**src/rtl/sm_subtractor.sv**
```systemverilog
// Sign-magnitude subtractor: c = a - b with magnitude-overflow and zero flags.
// A four-state handshake FSM accepts one operand pair, compares magnitudes in
// one cycle, forms the result in the next, then holds it until it is retired.
module sm_subtractor #(
    parameter int N = 16
) (
    input  logic         clk,
    input  logic         rst,
    input  logic         in_valid,
    output logic         in_ready,
    input  logic [N-1:0] a,
    input  logic [N-1:0] b,
    output logic         out_valid,
    input  logic         out_ready,
    output logic [N-1:0] c,
    output logic         neg,
    output logic         ovf,
    output logic         zero
);

    typedef enum logic [1:0] {
        IDLE = 2'd0,
        CMP  = 2'd1,
        EXEC = 2'd2,
        HOLD = 2'd3
    } state_t;

    state_t       state;

    // Captured operands and the relations registered during CMP.
    logic [N-1:0] a_reg;
    logic [N-1:0] b_reg;
    logic         same_sign;
    logic         a_gt;
    logic         a_eq;

    // Magnitude views of the captured operands.
    logic [N-2:0] mag_a;
    logic [N-2:0] mag_b;

    // Result formed from the registered relations, consumed in EXEC.
    logic [N-1:0] sum;
    logic [N-2:0] res_mag;
    logic         res_sign;
    logic         res_ovf;

    assign mag_a = a_reg[N-2:0];
    assign mag_b = b_reg[N-2:0];

    // Select the result magnitude/sign from the sign relation and magnitude order.
    always_comb begin
        // NOTE: every output of this block gets a default first so no path leaves
        // a value unassigned, which would otherwise infer a latch.
        sum      = {1'b0, mag_a} + {1'b0, mag_b};
        res_mag  = '0;
        res_sign = 1'b0;
        res_ovf  = 1'b0;
        if (!same_sign) begin
            // Opposite signs: magnitudes add; the carry out of N-1 bits is overflow.
            res_mag  = sum[N-2:0];
            res_ovf  = sum[N-1];
            res_sign = a_reg[N-1];
        end else if (a_gt) begin
            res_mag  = mag_a - mag_b;
            res_sign = a_reg[N-1];
        end else if (!a_eq) begin
            res_mag  = mag_b - mag_a;
            res_sign = ~a_reg[N-1];
        end
        // A zero magnitude (including a wrap to zero) is always reported as +0.
        if (res_mag == '0) begin
            res_sign = 1'b0;
        end
    end

    // Handshake FSM with registered handshake and result outputs.
    always_ff @(posedge clk or posedge rst) begin
        if (rst) begin
            // NOTE: the operand and result registers are reset along with the
            // state so a reset mid-operation leaves nothing stale behind.
            state     <= IDLE;
            in_ready  <= 1'b1;
            out_valid <= 1'b0;
            a_reg     <= '0;
            b_reg     <= '0;
            same_sign <= 1'b0;
            a_gt      <= 1'b0;
            a_eq      <= 1'b0;
            c         <= '0;
            neg       <= 1'b0;
            ovf       <= 1'b0;
            zero      <= 1'b0;
        end else begin
            // NOTE: non-blocking assignments throughout, so every register here
            // updates from pre-edge values regardless of statement order.
            case (state)
                IDLE: begin
                    if (in_valid) begin
                        a_reg    <= a;
                        b_reg    <= b;
                        in_ready <= 1'b0;
                        state    <= CMP;
                    end
                end
                CMP: begin
                    same_sign <= (a_reg[N-1] == b_reg[N-1]);
                    a_gt      <= (mag_a > mag_b);
                    a_eq      <= (mag_a == mag_b);
                    state     <= EXEC;
                end
                EXEC: begin
                    c         <= {res_sign, res_mag};
                    neg       <= res_sign;
                    ovf       <= res_ovf;
                    zero      <= (res_mag == '0);
                    out_valid <= 1'b1;
                    state     <= HOLD;
                end
                HOLD: begin
                    if (out_ready) begin
                        out_valid <= 1'b0;
                        in_ready  <= 1'b1;
                        state     <= IDLE;
                    end
                end
                default: begin
                    out_valid <= 1'b0;
                    in_ready  <= 1'b1;
                    state     <= IDLE;
                end
            endcase
        end
    end

endmodule

```
**config.mk**
```make
export PLATFORM = sky130hd
export DESIGN_NAME = sm_subtractor
export DESIGN_NICKNAME = d
export VERILOG_FILES = /design/src/rtl/sm_subtractor.sv
export SDC_FILE = /design/constraint.sdc
export NUM_CORES = 1
export LEC_CHECK = 0
export CAP_MARGIN = 20
export CELL_PAD_IN_SITES_DETAIL_PLACEMENT = 0
export CELL_PAD_IN_SITES_GLOBAL_PLACEMENT = 1
export CORE_ASPECT_RATIO = 1.25
export CORE_MARGIN = 2
export CORE_UTILIZATION = 33
export DETAILED_ROUTE_END_ITERATION = 8
export PLACE_DENSITY = 0.65
export SETUP_SLACK_MARGIN = 0.02
export SYNTH_ARGS = -nofsm -noshare
export SYNTH_HDL_FRONTEND = slang
export SYNTH_SLANG_ARGS = --single-unit
```
**constraint.sdc**
```tcl
create_clock -name clk -period 2.92 [get_ports clk]
set_input_delay 0.876 -clock clk [delete_from_list [all_inputs] [get_ports clk]]
set_output_delay 0.876 -clock clk [all_outputs]
set_load 0.05 [all_outputs]
```
# After elaboration in Yosys (flattened, before gate mapping)
# Cells that the tools add are included.
# totals
output_inout_bits	21
register_bits	58
input_bits	36
# op_classes
n_eq_ne	7
bitwise_logic	1
n_reduce_logical	8
order_cmp	1
n_addsub	3
muxes	16
# op_table
op	count
2-to-1 mux 15 bit	3
subtractor 15 bit	2
adder 15 x 15 -> 16 bit	1
== test 15 bit	1
greater-than comparator 15 bit	1
zero test 15 bit	1
2-to-1 mux 1 bit	8
case mux 2 bit (4 select lines)	1
AND reduction 2 bit	3
== test 2 bit (second input constant)	2
2-to-1 mux 2 bit	2
inequality test 2 bit (second input constant)	2
case mux 1 bit (2 select lines)	2
nonzero test 2 bit	2
AND reduction 3 bit	1
== test 2 x 1 -> 1 bit (second input constant)	1
zero test 2 bit	1
== test 1 bit	1
NOT 1 bit	1

# Logic depth before layout (Yosys ltp)
# logic_depth
word_depth	6
depth_mapped	13
mapped_depth_nobuf	13

# Worst setup path before layout
# OpenSTA, ideal clock, no wires.
# synth_path
path_kind	register to register
start	register a_reg[0]
end	register c[15]
t_arrival_ns	2.593
required_time_ns	2.775
path_buffers	0
setup_slack_ns	0.181
stages_incl_launch_ff	13
setup_time_ns	0.145
period_less_slack_ns	2.739
cell_sequence	dfrtp_1 -> inv_1 -> ha_1 -> fa_1 -> nand2b_1 -> a211oi_1 -> nor2b_1 -> a221oi_1 -> o22ai_1 -> nor4_1 -> and4b_1 -> and4_1 -> a41oi_1
# synth_between
elab_chain_len	6
elab_cells_between_ends	8
classes_between	add/sub (3); mux (4); reduce/logical (1)
# synth_lines
element	line	source
start, declared	31	logic [N-1:0] a_reg;
start signal, assigned	84	a_reg <= '0;
start signal, assigned	99	a_reg <= a;
subtractor 15 bit	67	res_mag = mag_b - mag_a;
2-to-1 mux 15 bit	66	end else if (!a_eq) begin
2-to-1 mux 15 bit	63	end else if (a_gt) begin
2-to-1 mux 15 bit *	58	if (!same_sign) begin
zero test 15 bit *	71	if (res_mag == '0) begin
2-to-1 mux 1 bit *	71	
end signal, assigned	112	c <= {res_sign, res_mag};
end, declared	15	output logic [N-1:0] c,
# Every way passes the cells marked *; elsewhere a longest branch is shown, timed or not.
# A chain may end at the register's enable or synchronous reset.

# Worst setup path in the final report
# layout_path
start	register a_reg[3]
end	register c[15]
# The elaborated chain is that of the path after synthesis.

==> impl_metrics.toml <==
[clocking]
htree_levels = 3
cts-root-buf = "clkbuf_16"
clockBufferDepth = 2
clock_sinks = 57
hold_buffers = 0
clk_pin_slew_ns = 0.05
cts_tree = "yes"
cts_buffers = 9
worstSkewPairLatency_ns = 0.33

[global_route]
grt_pass1_vias = 4018
grt_overflow = 0
grt_pass1_wl_mm = 19.8
grt_max_degree = 36
grtUsageTotal_pct = 17.0
grt_antenna_before_repair = 0

[final_layout]
final-seq-area_mm2 = 0.00143
utilization_pct = 45.8
multi_input_area_mm2 = 0.00297
final_cells = 763
nets = 674
diodes = 0
area_delta_synth_final_pct = 35.2
fill_cells = 1353
layout-drive-gt1-share_pct = 26.7
layout_common_cells = "dfrtp_1 (56), clkdlybuf4s50_1 (56), inv_1 (48), buf_4 (48), a21oi_1 (47)"

[floorplanning]
start_util_pct = 33.9
rows = 47
die-area_mm2 = 0.0146
design.core.area_mm2 = 0.0133
boundaryPins = 57
dieHeight_um = 135
die_w_um = 108

[critical_path]
reg2reg_slack_ns = 0.03
crit_slowest_cell = "dfrtp_1"
critPathLaunchType = "flip-flop"
r2r_cells = 11
reg2reg_from = "a_reg[3]$_DFFE_PP0P_"
cpLargestDelayFamily = "compound AO/OA/AOI/OAI gates"
required_ns = 3.12
slowest_delay_ns = 0.40
cp_cell_sequence = "buf_4, ha_1, a21o_1, or3_1, o22a_1, a21oi_1, o21ai_2, mux2i_1, a211oi_2, and4_4, a41oi_2"
arrival_ns = 3.08
rr_endpoint = "c[15]$_DFFE_PP0P_"
path_class = "reg -> reg"
end_kind = "flip-flop"
worst-path-max-fanout = 3
crit_buf_inv = 1

[logic_synthesis]
synth_top_area_share_pct = 31.1
synthDistinctLibCells = 62
yosysWarningCount = 0
synth_flop_cell = "dfrtp_1"
synth-seq-area-share_pct = 31.7
ys_ff_latch = 57
synth_area_leader_cell = "dfrtp_1"
syn_area_mm2 = 0.00450
syn_avg_cell_area_um2 = 9.15
async_reset_ff_share_pct = 100
synth_edf_count = 0
synthCells = 492
syn_nets = 579
synth.area.top_cells = "dfrtp_1 (31%), ha_1 (13%), mux2_2 (10%)"

[place]
dp_hpwl_mm = 9.16
port_buffers = 56
dp.cells = 744
place_congestion = 0.843

[sta]
finalHoldViolCount = 0
fin_skew_ns = 0.00547
setup_viol = 0
fmax_mhz = 347
setup_tns_ns = 0
grt_setup_unrepaired = "true"
min_period_over_period_pct = 98.8
timing.final.crit_period_ns = 2.89
worstMarginPinSlew_ns = 0.546
slew_headroom_pct = 63.5
final-max-slew-violation-count = 0

[drt]
vias = 3919
firstDrtPassIters = 4
drt-total-wl_mm = 11.9
drtIter0Drc = 257
drc = 0
wl_per_cell_um = 15.6
antenna_left = 0
vias_per_cell = 5.14

[run_status]
status = "finished clean"

[min_path]
min_path_cells = 1
holdPathEnd = "c[3]$_DFFE_PP0P_"
min_from = "c[3]$_DFFE_PP0P_"
holdCritPathClass = "reg -> reg"

[run]
max_cap_violations = 0
[how the worst max path moves through the flow]
stage | from | endpoint | depth (start not counted)
finish | a_reg[3]$_DFFE_PP0P_ | c[15]$_DFFE_PP0P_ | 11
global route | a_reg[0]$_DFFE_PP0P_ | zero$_DFFE_PP0P_ | 13
CTS | a_reg[0]$_DFFE_PP0P_ | zero$_DFFE_PP0P_ | 11
detailed placement | a_reg[0]$_DFFE_PP0P_ | c[15]$_DFFE_PP0P_ | 12
global placement | a_reg[0]$_DFFE_PP0P_ | c[15]$_DFFE_PP0P_ | 12
floorplan | a_reg[0]$_DFFE_PP0P_ | c[15]$_DFFE_PP0P_ | 12
[layout make-up]
| type | instances | share of cell area, % |
|---|---|---|
| clock buffer | 10 | 3.76 |
| sequential | 57 | 23.5 |
| inverter | 52 | 3.21 |
| tap | 171 | 3.52 |
| timing repair buffer | 107 | 16.0 |
| clock inverter | 6 | 1.36 |
| multi-input combinational | 360 | 48.7 |
[repair_timing]
| item | CTS | global route |
|---|---|---|
| gates resized for setup | 24 | 24 |
| buffers inserted | 1 | 2 |
| pin swaps | 10 | 9 |
| endpoints found under the setup margin | 4 | 6 |
[worst register-to-register path, cell delays in order (launching register included)]
cell and delay [ns]:
dfrtp_1 0.40, buf_4 0.15, ha_1 0.23, a21o_1 0.20, or3_1 0.33, o22a_1 0.27
a21oi_1 0.31, o21ai_2 0.15, mux2i_1 0.15, a211oi_2 0.23, and4_4 0.27, a41oi_2 0.09
[routing by layer]
metal	global-route usage (%)	up-vias	routed length (um)
li1	-	1918	-
met1	21.4	1915	5410
met2	29.6	75	5900
met3	3.19	11	418
met4	4.70	0	182
met5	0	-	0
[logic make-up (layout without fill, tap and decap cells)]
family	after synthesis	in the layout	synth area share (%)
fa+ha+maj	51	51	14.7
xor+xnor	24	24	4.67
mux	44	44	10.9
buf+inv	75	175	6.67
flops	57	57	31.7
compound gates	137	137	20.2
simple gates	104	104	11.1
[per-stage QoR]
stage	hold slack (ns)	worst slack (ns)	instance area, um^2
after floorplan	0.501	0.181	4500
final	0.484	0.0340	6090
after detailed placement	0.475	-0.173	5560
after CTS	0.488	0.0165	5980
after global routing	0.522	-0.112	6090
after global placement	0.485	-0.0703	5560
[cell usage after synthesis (6+ instances only)]
master	n
a21oi_1	52
a221oi_1	10
buf_2	6
clkbuf_1	10
dfrtp_1	56
ha_1	48
inv_1	52
mux2_2	40
nand2_1	20
nand2b_1	14
nor2_1	41
nor2b_1	6
o21ai_0	18
o22ai_1	6
xnor2_1	18
xor2_1	6
Power is not shown: default switching activity piles up to over one toggle a cycle in this logic, so the estimate is an artifact.
==> patch 1 (same flow settings) <==
Encoding of `state_t`: now one-hot (4 bits for 4 states).
--- a/src/rtl/sm_subtractor.sv
+++ b/src/rtl/sm_subtractor.sv
@@ -18,11 +18,11 @@
     output logic         zero
 );
 
-    typedef enum logic [1:0] {
-        IDLE = 2'd0,
-        CMP  = 2'd1,
-        EXEC = 2'd2,
-        HOLD = 2'd3
+    typedef enum logic [3:0] {
+        IDLE = 4'b0001,
+        CMP  = 4'b0010,
+        EXEC = 4'b0100,
+        HOLD = 4'b1000
     } state_t;
 
     state_t       state;
Behaviour: no difference found for any inputs over 10 cycles, from zero or initial values and one cycle with rst high; not proved beyond that.
==> patch 1 against the unedited design <==
  * Count of clock-buffer cells in the layout up 1
  * Sequential cell count up 2
  * Routed wire length up 21%
  * First-iteration DRC count down 5.1%
  * Hold slack worse by 0.014 ns
  * Largest cell class unchanged
  * Cell area up 7.6%
  * Area after synthesis up 5.5%
  * Setup slack better by 0.018 ns
  * Maximum frequency up 0.61%
  * Cell count up 13%
  * Highest routed layer unchanged
Power is left out: the tool's default activity adds up to more than one toggle a clock period on the data nets, which glitch-free logic cannot reach.
==> patch 1: results (changes against the unedited design) <==
| Metric | Value |
|---|---|
| Status | finished clean |
| Adder-cell area share of the yosys netlist | 12.9% (-1.8 points) |
| Post-cts sizing count | 12 (-50%) |
| Starting DRT DRC Count | 244 (-5.1%) |
| Vias in the first global route | 4560 (+13%) |
| Post-place instance area | 5880 sq um (+5.9%) |
| Clock Skew | 0.00609 ns (+0.000625 ns) |
| Multi-input gates | 431 (+20%) |
| CP max stage delay | 0.38 ns (-0.02 ns) |
| Multi-input combinational area share | 48.5% (-0.19 points) |
| Setup bufs post-CTS | 7 (+6) |
| Non-clk invs | 49 (-5.8%) |
| Commonest cells in the netlist | nand2_1 (67), dfrtp_1 (57), o21ai_0 (53) |
| Pre-CTS setup slack | -0.125 ns (+0.0480 ns) |
| Buffering overhead | 17.7% (+1.7 points) |
| First-pass GRT wire length | 23400 um (+19%) |
| Final instance area | 6550 sq um (+7.6%) |
| Pin count of the biggest net entering global routing | 47 (+31%) |
| Hold Path Cell Cnt | 2 (+1) |
| Sequential share of cell area | 22.6% (-0.88 points) |
| WP data arrival | 3.15 ns (+0.07 ns) |
| Via density | 5.21 (+1.5%) |
| Delay-heaviest family, CP | simple AND/OR/NAND/NOR gates |
| Synth Warn # | 0 (unchanged) |
| Routed vias | 4513 (+15%) |
| Routed wire length | 14400 um (+21%) |
| Fillers | 1421 (+5.0%) |
| Share of the yosys chip area belonging to registers | 31.1% (-0.57 points) |
| Hold crit path type | reg -> reg |
| Clkbuf count | 11 (+1) |
| Synthesized Nets | 653 (+13%) |
| Yosys cell types | 68 (+9.7%) |
| Worst Max-Slew Pin Slew | 0.512 ns (-0.0346 ns) |
| Complex-gate fraction of the synthesized area | 26.3% (+6.1 points) |
| Synth Area in XOR/XNOR | 4.79% (+0.13 points) |
| Non-Clock Buffer Count | 134 (+25%) |
| All-Layer GR Usage | 19.1% (+2.1 points) |
| Gpl congestion | 0.883 (+4.7%) |
| Final #Nets | 767 (+14%) |
| Ranking of synthesized cells by area | dfrtp_1 (30%), ha_1 (12%), o21ai_0 (5.6%) |
| Cells after Synth | 570 (+16%) |
| Placed insts | 837 (+13%) |
| CTS Sinks | 59 (+3.5%) |
| Hpwl dp | 11200 um (+22%) |
| Post-synthesis mux area share | 1.84% (-9.1 points) |
| Layout cell share with drive strength beyond 1 | 22.8% (-3.9 points) |
| Worst-path fanout max | 5 (+2) |
| Core area | 14200 sq um (+7.0%) |
[patch 1: path summary, 6_finish.rpt]
kind,from,end,slack (ns)
max,a_reg[1]$_DFFE_PP0P_,zero$_DFFE_PP0P_,0.05
max reg2reg,a_reg[1]$_DFFE_PP0P_,zero$_DFFE_PP0P_,0.05
min,c[4]$_DFFE_PP0P_,c[4]$_DFFE_PP0P_,0.47
min in group asynchronous,rst,a_reg[0]$_DFFE_PP0P_,0.87
max in group asynchronous,rst,state[0]$_DFFE_PP1P_,1.42
min reg2reg,c[4]$_DFFE_PP0P_,c[4]$_DFFE_PP0P_,0.47
[patch 1: metal layers]
| layer | track usage, % | share of wire, % | vias to the layer above |
|---|---|---|---|
| met5 | 0 | 0 | - |
| met4 | 9.88 | 3.7 | 0 |
| met3 | 2.41 | 2.7 | 25 |
| met2 | 32.3 | 49 | 89 |
| met1 | 23.8 | 45 | 2159 |
| li1 | - | - | 2240 |
==> patch 2 (config.mk and constraints unchanged) <==
Made on the original files. Change the parameter `N` from 16 to 17.
--- a/src/rtl/sm_subtractor.sv
+++ b/src/rtl/sm_subtractor.sv
@@ -2,7 +2,7 @@
 // A four-state handshake FSM accepts one operand pair, compares magnitudes in
 // one cycle, forms the result in the next, then holds it until it is retired.
 module sm_subtractor #(
-    parameter int N = 16
+    parameter int N = 17
 ) (
     input  logic         clk,
     input  logic         rst,
Ports: changed (resized a, b and c); port bits go from 57 to 60. The function was not compared with the original's and may differ.
==> patch 2 against the unedited design <==
  * The run now ends with setup timing left
  * Sequential share of layout area is 2.0 points lower
  * Sequential cell count is 3 higher
  * Die area is 11% higher
  * Routed wire length is 26% higher
  * Setup slack worse by 0.18 ns
  * Area after synthesis is 11% higher
  * Via count is 15% higher
  * Largest cell class unchanged
  * Cell area is 15% higher
Power is left out: the tool's default activity adds up to more than one toggle a clock period on the data nets, which glitch-free logic cannot reach.
==> patch 2: results (changes against the unedited design) <==
| Metric | Value |
|---|---|
| Status | finished with violations |
| Failing checks | setup timing |
| Worst setup margin | -0.147 ns (-0.181 ns) |
| Total CTS buffers | 9 (unchanged) |
| WP data arrival | 3.35 ns (+0.27 ns) |
| Port Buffer Count | 59 (+5.4%) |
| Commonest cells in the netlist | dfrtp_1 (59), ha_1 (52), nor2_1 (52) |
| Reg-to-reg startpoint | a_reg[0]$_DFFE_PP0P_ |
| Hold wc startpoint | c[12]$_DFFE_PP0P_ |
| Final setup fails | 2 (+2) |
| Worst hold slack | 0.486 ns (+0.00159 ns) |
| All-Layer GR Usage | 19.6% (+2.5 points) |
| Initial antenna violation count | 0 (unchanged) |
| Drt first pass iters | 5 (+1) |
| Worst Max-Slew Pin Slew | 0.507 ns (-0.0397 ns) |
| Inserted Diodes | 0 (unchanged) |
| Final #Nets | 768 (+14%) |
| Synth Warn # | 0 (unchanged) |
| MaxCap Viol Count | 0 (unchanged) |
| Clock Skew | 0.00602 ns (+0.000551 ns) |
| Ys flop type | dfrtp_1 |
| CTS max path bufs | 2 (unchanged) |
| Vias in the first global route | 4598 (+14%) |
| Routed wire length | 15100 um (+26%) |
| Synthesized Nets | 634 (+9.5%) |
| Pin count of the biggest net entering global routing | 61 (+69%) |
| Clk slew on worst S/H paths | 0.06 ns |
| Hpwl dp | 11700 um (+28%) |
| Starting DRT DRC Count | 203 (-21%) |
| H-Tree Level Count | 3 (unchanged) |
| Register bit total from synthesis | 60 (+5.3%) |
| Share of the yosys chip area belonging to registers | 30.0% (-1.7 points) |
| Worst-Skew Late Latency | 0.35 ns (+0.02 ns) |
| Ranking of synthesized cells by area | dfrtp_1 (29%), ha_1 (13%), mux2_2 (9.2%) |
| Via density | 5.21 (+1.5%) |
| Hold crit path type | reg -> reg |
| Worst-path fanout max | 3 (unchanged) |
| Yosys cell types | 67 (+8.1%) |
| Gpl congestion | 0.888 (+5.3%) |
| Ys async rst share | 100% (unchanged) |
| CP Class | reg -> reg |
| Layout cell share with drive strength beyond 1 | 30.3% (+3.6 points) |
| Clock root cell | clkbuf_16 |
| First-pass GRT wire length | 24200 um (+23%) |
-- patch 2: cell types whose count changed in the layout (fill, tap and decap cells not counted), moves of 5 or more --
cell      delta
a21o_1       +7
a21oi_1     -10
a221oi_2     -5
buf_4       +37
ha_4         +5
nand2b_1     -7
nor2_1      +10
nor3_1      +10
o21a_1      +13
-- patch 2: cell families (layout without fill, tap and decap cells) --
kind of cell               count (synthesis)  count (layout)  share of synthesized area [%]
xor gates and xnor gates                  24              24                           4.20
DFF                                       60              60                           30.0
and+or+nand+nor                          125             125                           11.9
AOI/OAI and AO/OA                        160             160                           23.9
adders and majority gates                 55              55                           14.2
buffers and inverters                     75             214                           6.37
muxes                                     42              42                           9.45
-- patch 2: routing by layer --
metal / part of all wire [%] / track usage [%] / wire length, um / vias to the layer above
li1: - / - / - / 2209
met1: 42 / 22.4 / 6330 / 2199
met2: 53 / 35.9 / 8060 / 67
met3: 2.5 / 3.37 / 372 / 20
met4: 2.1 / 7.32 / 310 / 0
met5: 0 / 0 / 0 / -
-- patch 2: final cells by class --
| cell class | count | area, sq um |
|---|---|---|
| repair buffers | 147 | 1290 |
| inverters | 51 | 194 |
| clock inverters | 7 | 98.8 |
| clock buffers | 9 | 225 |
| well taps | 182 | 228 |
| flip-flops and latches | 60 | 1500 |
| fillers | 1484 | 7900 |
| multi-input cells | 406 | 3460 |
-- patch 2: what timing repair did --
action	CTS	global route
setup endpoints to repair	7	11
pin swaps	14	18
resized for setup	16	40
setup buffers	7	9
cloned	0	0
-- patch 2: path summary, 6_finish.rpt --
path / to / depth (start not counted)
max: zero$_DFFE_PP0P_ / 13
min: c[12]$_DFFE_PP0P_ / 1
max reg2reg: zero$_DFFE_PP0P_ / 13
min reg2reg: c[12]$_DFFE_PP0P_ / 1
max in group asynchronous: in_ready$_DFFE_PP1P_ / 3
min in group asynchronous: c[2]$_DFFE_PP0P_ / 3
-- patch 2: stage by stage --
step / instances / setup TNS, ns / setup WS (ns) / area (sq um)
after global routing: 862 / -0.867 / -0.356 / 6990
after floorplan: 541 / 0 / 0.0329 / 5010
after global placement: 834 / -0.740 / -0.271 / 6310
after CTS: 857 / -0.559 / -0.185 / 6750
final: 862 / -0.279 / -0.147 / 6990
after detailed placement: 834 / -0.962 / -0.353 / 6310
-- patch 2: worst max-delay path, cell delays in order (launching register included) --
cell	delay, ns
dfrtp_1	0.39
buf_4	0.16
inv_2	0.06
ha_4	0.14
fa_2	0.23
nor2b_2	0.06
o311a_1	0.37
o21a_2	0.25
a221o_1	0.33
a211oi_2	0.24
o2111ai_2	0.17
nor4_2	0.18
and4b_1	0.26
a32o_2	0.17
